## src/rtl/pmcc_dpram_arbiter_pkg.sv

```systemverilog
// Shared types and helpers for the PMC code RAM port-A arbiter.
package pmcc_dpram_arb_pkg;

   localparam int unsigned ADDR_W = 32;
   localparam int unsigned DATA_W = 32;
   localparam int unsigned BE_W   = 4;

   typedef enum logic {
      PMCC_M_SOC = 1'b0,
      PMCC_M_PMC = 1'b1
   } master_t;

   typedef struct packed {
      logic              req;
      logic [ADDR_W-1:0] addr;
      logic              we;
      logic [BE_W-1:0]   be;
      logic [DATA_W-1:0] wdata;
   } mem_req_t;

   typedef struct packed {
      logic              rvalid;
      logic [DATA_W-1:0] rdata;
      logic              err;
   } mem_rsp_t;

   // Word access must be aligned and fall inside the RAM's byte range.
   function automatic logic access_bad(input logic [ADDR_W-1:0] addr, input int unsigned aw);
      return (addr[1:0] != 2'b00) || ((addr >> aw) != '0);
   endfunction

   // Read data is forced to zero for error responses and for the non-owning master.
   function automatic mem_rsp_t make_rsp(input logic hit, input logic err,
                                         input logic [DATA_W-1:0] rdata);
      mem_rsp_t r;
      r.rvalid = hit;
      r.err    = hit & err;
      r.rdata  = (hit & ~err) ? rdata : '0;
      return r;
   endfunction

endpackage

```

## src/rtl/pmcc_dpram_arbiter_if.sv

```systemverilog
// OBI-style req/gnt/rvalid bus between one master and the PMC code RAM arbiter.
interface pmcc_dpram_arbiter_if;
   import pmcc_dpram_arb_pkg::*;

   logic              req;
   logic [ADDR_W-1:0] addr;
   logic              we;
   logic [BE_W-1:0]   be;
   logic [DATA_W-1:0] wdata;
   logic              gnt;
   logic              rvalid;
   logic [DATA_W-1:0] rdata;
   logic              err;

   modport master (output req, addr, we, be, wdata,
                   input  gnt, rvalid, rdata, err);
   modport slave  (input  req, addr, we, be, wdata,
                   output gnt, rvalid, rdata, err);

endinterface

```

## src/rtl/pmcc_dpram_arbiter_arb2.sv

```systemverilog
// Two-way grant logic: fixed m0 priority, or round-robin when
// PMCC_ARB_ROUND_ROBIN_EN is defined.
module pmcc_arb2
   import pmcc_dpram_arb_pkg::*;
(
`ifdef PMCC_ARB_ROUND_ROBIN_EN
   input  logic clk,
   input  logic rst,
`endif
   input  logic req0,
   input  logic req1,
   output logic gnt0_c,
   output logic gnt1_c
);

`ifdef PMCC_ARB_ROUND_ROBIN_EN
   master_t last_grant;

   // On contention the master not served most recently wins.
   always_comb begin
      gnt0_c = req0 && (!req1 || (last_grant == PMCC_M_PMC));
      gnt1_c = req1 && !gnt0_c;
   end

   always_ff @(posedge clk or posedge rst) begin
      if (rst)         last_grant <= PMCC_M_PMC;
      else if (gnt0_c) last_grant <= PMCC_M_SOC;
      else if (gnt1_c) last_grant <= PMCC_M_PMC;
   end
`else
   assign gnt0_c = req0;
   assign gnt1_c = req1 && !req0;
`endif

endmodule

```

## src/rtl/pmcc_dpram_arbiter.sv

```systemverilog
// Port-A arbiter for the PMC code dual-port RAM (SoC bus m0, PMC loader m1).
// Round-robin arbitration selected by PMCC_ARB_ROUND_ROBIN_EN.
module pmcc_dpram_arbiter
   import pmcc_dpram_arb_pkg::*;
#(
   parameter int unsigned DEPTH = 256
) (
   input  logic                 clk,
   input  logic                 rst,
   pmcc_dpram_arbiter_if.slave  m0,
   pmcc_dpram_arbiter_if.slave  m1,
   output logic                 ram_req,
   output logic [ADDR_W-1:0]    ram_addr,
   output logic                 ram_we,
   output logic [BE_W-1:0]      ram_be,
   output logic [DATA_W-1:0]    ram_wdata,
   input  logic [DATA_W-1:0]    ram_rdata
);

   localparam int unsigned AW = $clog2(DEPTH);

   logic     gnt0_c, gnt1_c, any_gnt_c, bad_c;
   master_t  owner_c;
   mem_req_t m0_req_c, m1_req_c, sel_c, ram_c;
   mem_rsp_t m0_rsp_c, m1_rsp_c;

   logic     rsp_valid, rsp_err;
   master_t  rsp_owner;

   pmcc_arb2 u_arb (
`ifdef PMCC_ARB_ROUND_ROBIN_EN
      .clk    (clk),
      .rst    (rst),
`endif
      .req0   (m0.req),
      .req1   (m1.req),
      .gnt0_c (gnt0_c),
      .gnt1_c (gnt1_c)
   );

   assign m0.gnt = gnt0_c;
   assign m1.gnt = gnt1_c;

   assign m0_req_c = '{req: m0.req, addr: m0.addr, we: m0.we, be: m0.be, wdata: m0.wdata};
   assign m1_req_c = '{req: m1.req, addr: m1.addr, we: m1.we, be: m1.be, wdata: m1.wdata};

   // Select the granted master; rejected accesses never reach the RAM.
   always_comb begin
      sel_c   = '0;
      owner_c = PMCC_M_SOC;
      if (gnt0_c) begin
         sel_c = m0_req_c;
      end else if (gnt1_c) begin
         sel_c   = m1_req_c;
         owner_c = PMCC_M_PMC;
      end
      any_gnt_c = gnt0_c | gnt1_c;
      bad_c     = any_gnt_c && access_bad(sel_c.addr, AW);
      ram_c     = '0;
      if (any_gnt_c && !bad_c) ram_c = sel_c;
   end

   assign ram_req   = ram_c.req;
   assign ram_addr  = ram_c.addr;
   assign ram_we    = ram_c.we;
   assign ram_be    = ram_c.be;
   assign ram_wdata = ram_c.wdata;

   // One-deep response pipeline, reloaded every cycle from the grant.
   always_ff @(posedge clk or posedge rst) begin
      if (rst) begin
         rsp_valid <= 1'b0;
         rsp_owner <= PMCC_M_SOC;
         rsp_err   <= 1'b0;
      end else begin
         rsp_valid <= any_gnt_c;
         rsp_owner <= owner_c;
         rsp_err   <= bad_c;
      end
   end

   assign m0_rsp_c = make_rsp(rsp_valid && (rsp_owner == PMCC_M_SOC), rsp_err, ram_rdata);
   assign m1_rsp_c = make_rsp(rsp_valid && (rsp_owner == PMCC_M_PMC), rsp_err, ram_rdata);

   assign m0.rvalid = m0_rsp_c.rvalid;
   assign m0.rdata  = m0_rsp_c.rdata;
   assign m0.err    = m0_rsp_c.err;
   assign m1.rvalid = m1_rsp_c.rvalid;
   assign m1.rdata  = m1_rsp_c.rdata;
   assign m1.err    = m1_rsp_c.err;

endmodule

```

## src/flat_wrapper.sv

```systemverilog
// flat-port wrapper written by rule: the top's interface ports become plain ports
module pmcc_dpram_arbiter_flat import pmcc_dpram_arb_pkg::*;
#(
   parameter int unsigned DEPTH = 256
)
  (clk, rst, ram_req, ram_addr, ram_we, ram_be, ram_wdata, ram_rdata, m0_req, m0_addr, m0_we, m0_be, m0_wdata, m0_gnt, m0_rvalid, m0_rdata, m0_err, m1_req, m1_addr, m1_we, m1_be, m1_wdata, m1_gnt, m1_rvalid, m1_rdata, m1_err);
  pmcc_dpram_arbiter_if m0_i ();
  pmcc_dpram_arbiter_if m1_i ();
  input  logic clk;
  input  logic rst;
  output logic ram_req;
  output logic [ADDR_W-1:0] ram_addr;
  output logic ram_we;
  output logic [BE_W-1:0] ram_be;
  output logic [DATA_W-1:0] ram_wdata;
  input  logic [DATA_W-1:0] ram_rdata;
  input wire logic [$bits(m0_i.req)-1:0] m0_req;
  input wire logic [$bits(m0_i.addr)-1:0] m0_addr;
  input wire logic [$bits(m0_i.we)-1:0] m0_we;
  input wire logic [$bits(m0_i.be)-1:0] m0_be;
  input wire logic [$bits(m0_i.wdata)-1:0] m0_wdata;
  output wire logic [$bits(m0_i.gnt)-1:0] m0_gnt;
  output wire logic [$bits(m0_i.rvalid)-1:0] m0_rvalid;
  output wire logic [$bits(m0_i.rdata)-1:0] m0_rdata;
  output wire logic [$bits(m0_i.err)-1:0] m0_err;
  input wire logic [$bits(m1_i.req)-1:0] m1_req;
  input wire logic [$bits(m1_i.addr)-1:0] m1_addr;
  input wire logic [$bits(m1_i.we)-1:0] m1_we;
  input wire logic [$bits(m1_i.be)-1:0] m1_be;
  input wire logic [$bits(m1_i.wdata)-1:0] m1_wdata;
  output wire logic [$bits(m1_i.gnt)-1:0] m1_gnt;
  output wire logic [$bits(m1_i.rvalid)-1:0] m1_rvalid;
  output wire logic [$bits(m1_i.rdata)-1:0] m1_rdata;
  output wire logic [$bits(m1_i.err)-1:0] m1_err;
  assign m0_i.req = m0_req;
  assign m0_i.addr = m0_addr;
  assign m0_i.we = m0_we;
  assign m0_i.be = m0_be;
  assign m0_i.wdata = m0_wdata;
  assign m0_gnt = m0_i.gnt;
  assign m0_rvalid = m0_i.rvalid;
  assign m0_rdata = m0_i.rdata;
  assign m0_err = m0_i.err;
  assign m1_i.req = m1_req;
  assign m1_i.addr = m1_addr;
  assign m1_i.we = m1_we;
  assign m1_i.be = m1_be;
  assign m1_i.wdata = m1_wdata;
  assign m1_gnt = m1_i.gnt;
  assign m1_rvalid = m1_i.rvalid;
  assign m1_rdata = m1_i.rdata;
  assign m1_err = m1_i.err;
  pmcc_dpram_arbiter #(.DEPTH(DEPTH)) u_core (.clk(clk), .rst(rst), .m0(m0_i), .m1(m1_i), .ram_req(ram_req), .ram_addr(ram_addr), .ram_we(ram_we), .ram_be(ram_be), .ram_wdata(ram_wdata), .ram_rdata(ram_rdata));
endmodule
```

## config.mk

```make
export PLATFORM = sky130hd
export DESIGN_NAME = pmcc_dpram_arbiter_flat
export DESIGN_NICKNAME = d
export VERILOG_FILES = /design/src/rtl/pmcc_dpram_arbiter_pkg.sv /design/src/rtl/pmcc_dpram_arbiter_if.sv /design/src/rtl/pmcc_dpram_arbiter_arb2.sv /design/src/rtl/pmcc_dpram_arbiter.sv /design/src/flat_wrapper.sv
export SDC_FILE = /design/constraint.sdc
export NUM_CORES = 1
export LEC_CHECK = 0
export CAP_MARGIN = 20
export CELL_PAD_IN_SITES_DETAIL_PLACEMENT = 0
export CELL_PAD_IN_SITES_GLOBAL_PLACEMENT = 1
export CORE_ASPECT_RATIO = 0.75
export CORE_MARGIN = 4
export CORE_UTILIZATION = 13
export DETAILED_ROUTE_END_ITERATION = 8
export GPL_TIMING_DRIVEN = 0
export PLACE_DENSITY_LB_ADDON = 0.08
export SLEW_MARGIN = 0
export SYNTH_ARGS = -nofsm -noshare
export SYNTH_HDL_FRONTEND = slang
export SYNTH_HIERARCHICAL = 1
export SYNTH_SLANG_ARGS = --single-unit
```

## constraint.sdc

```tcl
create_clock -name clk -period 2.1 [get_ports clk]
set_clock_uncertainty 0.2 [all_clocks]
set_input_delay 0.21 -clock clk [delete_from_list [all_inputs] [get_ports clk]]
set_output_delay 0.21 -clock clk [all_outputs]
set_load 0.01 [all_outputs]
```

==> run_results.csv, run 1 <==
group,metric,value,unit
worst_setup_path,crit_fanout,8,
sta,post-route-period-util,117.3,%
sta,fin_crit,2.463,ns
global_routing,overflow,0,
synth,syn_area,0.001942,mm2
die,num_rows,38,
final_layout,final_cell_mix,"clkdlybuf4s50_1, and2_1, dlygate4sd2_1",
global_routing,grt_max_degree,11,
clocking,numCtsBuffers,3,
placed_design,hpwlAfterDp,10.49,mm
worst_setup_path,required,1.69,ns
placed_design,dpl.cell_count,756,
worst_setup_path,cp_cell_sequence,"buf_6 -> or4_4 -> nor4_4 -> a41oi_4 -> buf_12 -> buf_16 -> nor4_4 -> buf_2",
clocking,clock_path_buffers,2,
sta,max_freq,406.0,MHz
run,maxCapViolations,0,
synth,synth_fa_ha_area_share,0,%
worst_setup_path,crit_family,"simple AND/OR/NAND/NOR gates",
global_routing,antenna_found_initial,0,
synth,synth_compound_area_share,19.52,%
power,leakagePower,2.620,nW
worst_setup_path,cpPeakStageDelay,0.54,ns
sta,holdWs,0.4751,ns
synth,yosysUniqueCellTypes,26,
worst_setup_path,crit_arrival,2.05,ns
power,power_density,218.9,mW/mm2
synth,ys_warn_count,6,
clocking,numClockSinks,3,
final_layout,layout-drive-gt1-share,35.42,%
final_layout,fin_cells,790,
worst_setup_path,cpMostUsedCell,"nor4_4",
synth,muxShareOfSynthArea,0,%
sta,setup_viol,44,
worst_setup_path,critPathKind,"input port to output port",
status,violations,"setup timing",
synth,yosysSeqAreaShare,3.866,%
detailed_routing,ant_nets,0,
sta,slew_viol_final,0,
die,initial_core_util,13.35,%
synth,synth_top_family_by_area,"simple AND/OR/NAND/NOR gates",
sta,report.final.hold_viol_count,0,
placed_design,gp_congestion,0.7107,
die,die-width,149.1,um
placed_design,io_buffers,287,
synth,postSynthAreaPerCell,7.958,um2
clocking,cts_tree,"yes",
clocking,cts_max_level,1,
status,status,"complete, but fails checks",
sta,fin_ws,-0.3629,ns
worst_setup_path,crit_buf_inv,4,
synth,ys_seq_elements,3,
detailed_routing,wire_per_inst,16.36,um
final_layout,nets,765,
worst_setup_path,cp_slowest_cell,"or4_4",
detailed_routing,drtIter0Drc,77,
final_layout,final_common_cell,"clkdlybuf4s50_1",
detailed_routing,routed_via_density,4.022,
sta,rsz0062_at_grt,"yes",
worst_setup_path,cp-start-kind,"input port",
global_routing,grt_pass1_wl,18.57,mm
synth,synthXorXnorAreaFrac,0,%
synth,syn-instance-count,244,
final_layout,antennaDiodeCount,0,
detailed_routing,drt-total-wl,12.93,mm
die,core_area,0.01455,mm2
detailed_routing,drt-pass1-iter-count,4,
detailed_routing,drc,0,
final_layout,syn2layout_area_growth,207.2,%
die,fp.dieArea,0.01698,mm2
global_routing,track_usage,13.52,%
global_routing,grt_pass1_vias,3268,
power,peakVddDrop,0.0001860,V
worst_setup_path,end_kind,"output port",
synth,yosys.area_share.simple,58.05,%
clocking,clockRootBuffer,"clkbuf_16",
placed_design,preCtsSetupSlack,-1.382,ns
die,die_h,113.8,um
clocking,clk_pin_slew_worst_paths,0.03,ns
die,io_pins,314,
detailed_routing,vias,3177,
worst_hold_path,hp-class,"input port to register",
[cell usage after synthesis, drive strengths merged]
cell	n	area (um2)
a21boi	1	7.510
a21oi	1	5.000
a22o	1	8.760
a22oi	44	330.3
a41oi	1	27.53
and2	66	412.9
and3	1	6.260
buf	39	285.3
clkbuf	17	63.81
conb	1	3.750
dfrtp	3	75.07
inv	2	7.510
nand4	2	12.51
nor2	2	7.510
nor2b	5	38.78
nor4	54	618.1
or2	1	6.260
or3	1	6.260
or4	2	18.77
[power by group]
part | internal [W] | switching (W)
Sequential | 0.0000612 | 0.00000338
Combinational | 0.000559 | 0.000381
Clock | 0.000250 | 0.0000508
[sequential cells by signal, summed over array words and instances (netlist names)]
name / cells
u_core/rsp_owner: 1
u_core/rsp_err: 1
u_core/rsp_valid: 1
[cells by family (layout without fill, tap and decap cells)]
group | count (synthesis) | in the layout
flip-flops | 3 | 3
buffers and inverters | 58 | 378
AND/OR/NAND/NOR | 134 | 134
other | 1 | 26
AO/OA/AOI/OAI | 48 | 49
[tightest hold or removal path: cells and delay by family]
kind                   cells  cell delay, ns
AND/OR/NAND/NOR            2            0.27
buffers and inverters      2            0.38
[per-stage QoR]
step	setup TNS [ns]	power, W	cell area, um2	utilization (%)
after global routing	-15.66	0.001381	5966	41.00
after global placement	-76.34	0.0008245	5159	35.46
after CTS	-19.83	0.001251	5634	38.73
after floorplan	0	0.0003493	2036	-
after detailed placement	-77.33	0.0008290	5159	35.46
final	-11.53	0.001306	5966	41.00
[worst paths after layout]
path                       cells after the start          endpoint  slack [ns]        start
min in group asynchronous                      3  u_core/rsp_owner        0.53          rst
worst min-delay path                           4  u_core/rsp_valid        0.48       m1_req
max in group asynchronous                      3    u_core/rsp_err        1.05          rst
worst max-delay path                           8      ram_wdata[8]       -0.36  m0_addr[31]
[repair_timing]
action	in CTS	in global routing
resized for setup	395	98
hold endpoints to repair	3	0
cloned	6	1
endpoints found under the setup margin	109	65
hold buffers	1	0
setup buffers	23	3
pin swaps	29	34
[metal layers]
metal	up-vias	routed length, um	track usage (%)
li1	1568	-	-
met1	1449	4677	14.86
met2	156	6981	26.69
met3	4	1196	3.336
met4	0	71	1.890
met5	-	0	0
[layout make-up]
class,instances,area [um2]
Fill cell,1510,8583
Timing Repair Buffer,317,2952
Multi-Input combinational cell,209,2079
Buffer,55,523.0
Tap cell,200,250.2
Clock buffer,4,78.83
Sequential cell,3,75.07
Inverter,2,7.507
(Power assumes the default switching activity.)
==> inputs of run 2 (changes only) <==
--- a/config.mk
+++ b/config.mk
@@ -12,10 +12,11 @@
 export CORE_MARGIN = 4
 export CORE_UTILIZATION = 13
 export DETAILED_ROUTE_END_ITERATION = 8
+export GPL_ROUTABILITY_DRIVEN = 1
 export GPL_TIMING_DRIVEN = 0
+export MAX_ROUTING_LAYER = met4
 export PLACE_DENSITY_LB_ADDON = 0.08
 export SLEW_MARGIN = 0
 export SYNTH_ARGS = -nofsm -noshare
 export SYNTH_HDL_FRONTEND = slang
-export SYNTH_HIERARCHICAL = 1
 export SYNTH_SLANG_ARGS = --single-unit
==> run 2 against run 1 <==
Compared with the run above: the run still ends with setup timing left; final cell count down 0.13%; wire length grew 3.3%; sequential share of layout area about the same; power shrank 4.0%; combinational power fell by 5.2%; sequential cell count stayed put; setup slack improved by 0.0079 ns; area after synthesis down 1.5%; synthesized cell count shrank 0.41%; largest cell class unchanged.
==> run_results.csv, run 2 <==
group,metric,value,unit
die,initial_core_util,13.24,%
placed_design,place_area,0.005130,mm2
synth,synth-async-reset-ratio,100.0,%
worst_setup_path,crit_fanout,10,
final_layout,multiInputGateArea,0.002039,mm2
die,num_rows,38,
final_layout,fin_area,0.005871,mm2
synth,synth-edff-count,0,
sta,rsz0062_at_grt,"yes",
synth,ys_top_cells_by_count,"and2_1, a22oi_1, nor4_2",
clocking,clock_path_buffers,2,
status,status,"complete, but fails checks",
global_routing,track_usage,15.25,%
placed_design,hpwlAfterDp,10.71,mm
worst_setup_path,cp_slowest_cell,"or4_4",
sta,fin_ws,-0.3550,ns
detailed_routing,drt-pass1-iter-count,4,
synth,synth_top_area_cell,"nor4_2",
clocking,clk_pin_slew_worst_paths,0.03,ns
synth,syn-instance-count,243,
global_routing,grt_pass1_vias,3303,
worst_setup_path,crit_arrival,2.05,ns
final_layout,reg.largest.list,"u_core.rsp_err x1, u_core.rsp_owner x1, u_core.rsp_valid x1",
clocking,clockRootBuffer,"clkbuf_16",
power,intPower,0.0008331,W
worst_setup_path,end_kind,"output port",
synth,yosysSeqAreaShare,3.924,%
clocking,numCtsBuffers,3,
global_routing,overflow,0,
final_layout,final_cell_mix,"clkdlybuf4s50_1, dlygate4sd2_1, and2_1",
run,maxCapViolations,0,
synth,yosysUniqueCellTypes,26,
clocking,cts_tree,"yes",
sta,slew_viol_final,0,
die,fp.dieArea,0.01674,mm2
sta,post-route-period-util,116.9,%
power,pwr-share-comb,71.1,%
global_routing,antenna_found_initial,1,
clocking,numClockSinks,3,
placed_design,gp_congestion,0.7905,
synth,syn_area,0.001913,mm2
die,die_h,113.1,um
global_routing,grt_max_degree,12,
power,pwr-share-clk,23.9,%
global_routing,grt_pass1_wl,19.48,mm
die,die-width,148.1,um
worst_setup_path,cpPeakStageDelay,0.53,ns
sta,setup_viol,44,
die,io_pins,314,
synth,ys.flop_type,"dfrtp_1",
synth,synth.top_cell.area_share,26.16,%
final_layout,layout-drive-gt1-share,33.67,%
final_layout,fin_cells,789,
worst_setup_path,cp_cell_sequence,"buf_6 -> or4_4 -> nor4_4 -> a41oi_4 -> buf_12 -> buf_12 -> nor4_4 -> buf_2",
sta,max_freq,407.3,MHz
status,violations,"setup timing",
power,seqPwrFrac,5.1,%
power,power.switching,0.0004201,W
power,power,0.001253,W
detailed_routing,drt-total-wl,13.35,mm
detailed_routing,drc,0,
power,leakagePower,2.605,nW
worst_hold_path,hp-class,"input port to register",
clocking,cts_max_level,1,
power,switching_share,33.52,%
worst_setup_path,cp-start-kind,"input port",
final_layout,syn2layout_area_growth,206.9,%
synth,yosysMostFrequentCell,"and2_1",
detailed_routing,drtIter0Drc,77,
power,peakVddDrop,0.0001845,V
synth,ys_warn_count,0,
detailed_routing,vias,3143,
synth,ys_seq_elements,3,
power,power_density,213.5,mW/mm2
detailed_routing,routed_via_density,3.984,
final_layout,nets,763,
sta,report.final.hold_viol_count,0,
sta,tns,-13.50,ns
sta,fin_crit,2.455,ns
synth,synth_area_leaders,"nor4_2, and2_1, a22oi_1",
placed_design,preCtsSetupSlack,-1.394,ns
detailed_routing,ant_nets,0,
worst_setup_path,required,1.69,ns
synth,postSynthAreaPerCell,7.873,um2
placed_design,io_buffers,287,
worst_setup_path,critPathKind,"input port to output port",
detailed_routing,wire_per_inst,16.92,um
placed_design,dpl.cell_count,755,
final_layout,final_common_cell,"clkdlybuf4s50_1",
final_layout,nFillCells,1528,
final_layout,seq_area,75.07,um2
die,core_area,0.01445,mm2
-- run 2: cell types whose count changed after synthesis --
cell      change
buf_2         -1
a22oi_1       -1
clkbuf_1      +1
nor2b_4       -1
nor4_4        -1
nor2b_1       +1
nor4b_1       +1
-- run 2: cell type report --
cell class                 instances  area share [%]
buffer                            53           8.845
antenna                            1         0.04263
timing repair buffer             317           49.36
sequential                         3           1.279
multi-input combinational        209           34.74
clock buffer                       4           1.343
tap                              200           4.263
inverter                           2          0.1279
-- run 2: worst paths after layout --
| kind | start | to | slack, ns | cells after the start |
|---|---|---|---|---|
| setup / recovery | m0_addr[18] | ram_wdata[15] | -0.36 | 8 |
| hold / removal | m1_req | u_core.rsp_owner | 0.28 | 2 |
| max in group asynchronous | rst | u_core.rsp_err | 1.02 | 3 |
| min in group asynchronous | rst | u_core.rsp_valid | 0.55 | 3 |
-- run 2: what timing repair did --
action | CTS | global route
pin swaps | 28 | 14
endpoints found under the setup margin | 110 | 71
hold buffers | 1 | 0
gates cloned | 7 | 1
buffers inserted | 17 | 6
endpoints found under the hold margin | 3 | 0
gates resized for setup | 399 | 53
-- run 2: layer usage --
layer	vias up	wire length (um)	GRT usage, %
met5	-	0	-
met2	158	7066	28.28
li1	1563	-	-
met3	6	1362	4.764
met1	1416	4851	16.62
met4	0	68	1.538
-- run 2: logic make-up after synthesis --
kind of cell    after synthesis  synth area share [%]
compound gates               47                 19.42
buf+inv                      58                 18.57
flops                         3                 3.924
other cells                   1                0.1960
simple gates                134                 57.88
-- run 2: critical path, delay by kind of cell --
kind,cells,cell delay (ns)
and+or+nand+nor,3,1.02
buffers and inverters,4,0.61
AOI/OAI and AO/OA,1,0.20
-- run 2: metrics by stage --
stage	utilization [%]	hold WS, ns
6_report	40.62	0.2841
5_1_grt	40.62	0.2857
4_1_cts	38.67	0.2606
3_5_place_dp	35.49	0.1941
3_3_place_gp	35.49	0.1981
2_1_floorplan	-	-0.2364
-- run 2: power by group through the flow --
stage	Clock [W]	Combinational, W	Sequential [W]
finish	0.000299	0.000891	0.0000633
global route	0.000311	0.000951	0.0000639
CTS	0.000305	0.000836	0.0000634
detailed placement	0	0.000725	0.0000631
global placement	0	0.000722	0.0000630
floorplan	0	0.000271	0.0000627
==> inputs of run 3 (changes only) <==
--- a/config.mk
+++ b/config.mk
@@ -11,6 +11,7 @@
 export CORE_ASPECT_RATIO = 0.75
 export CORE_MARGIN = 4
 export CORE_UTILIZATION = 13
+export CTS_CLUSTER_DIAMETER = 120
 export DETAILED_ROUTE_END_ITERATION = 8
 export GPL_ROUTABILITY_DRIVEN = 1
 export GPL_TIMING_DRIVEN = 0
==> results of run 3 <==
Same layout as run 2: the final DEF is identical, and so are final timing and power.
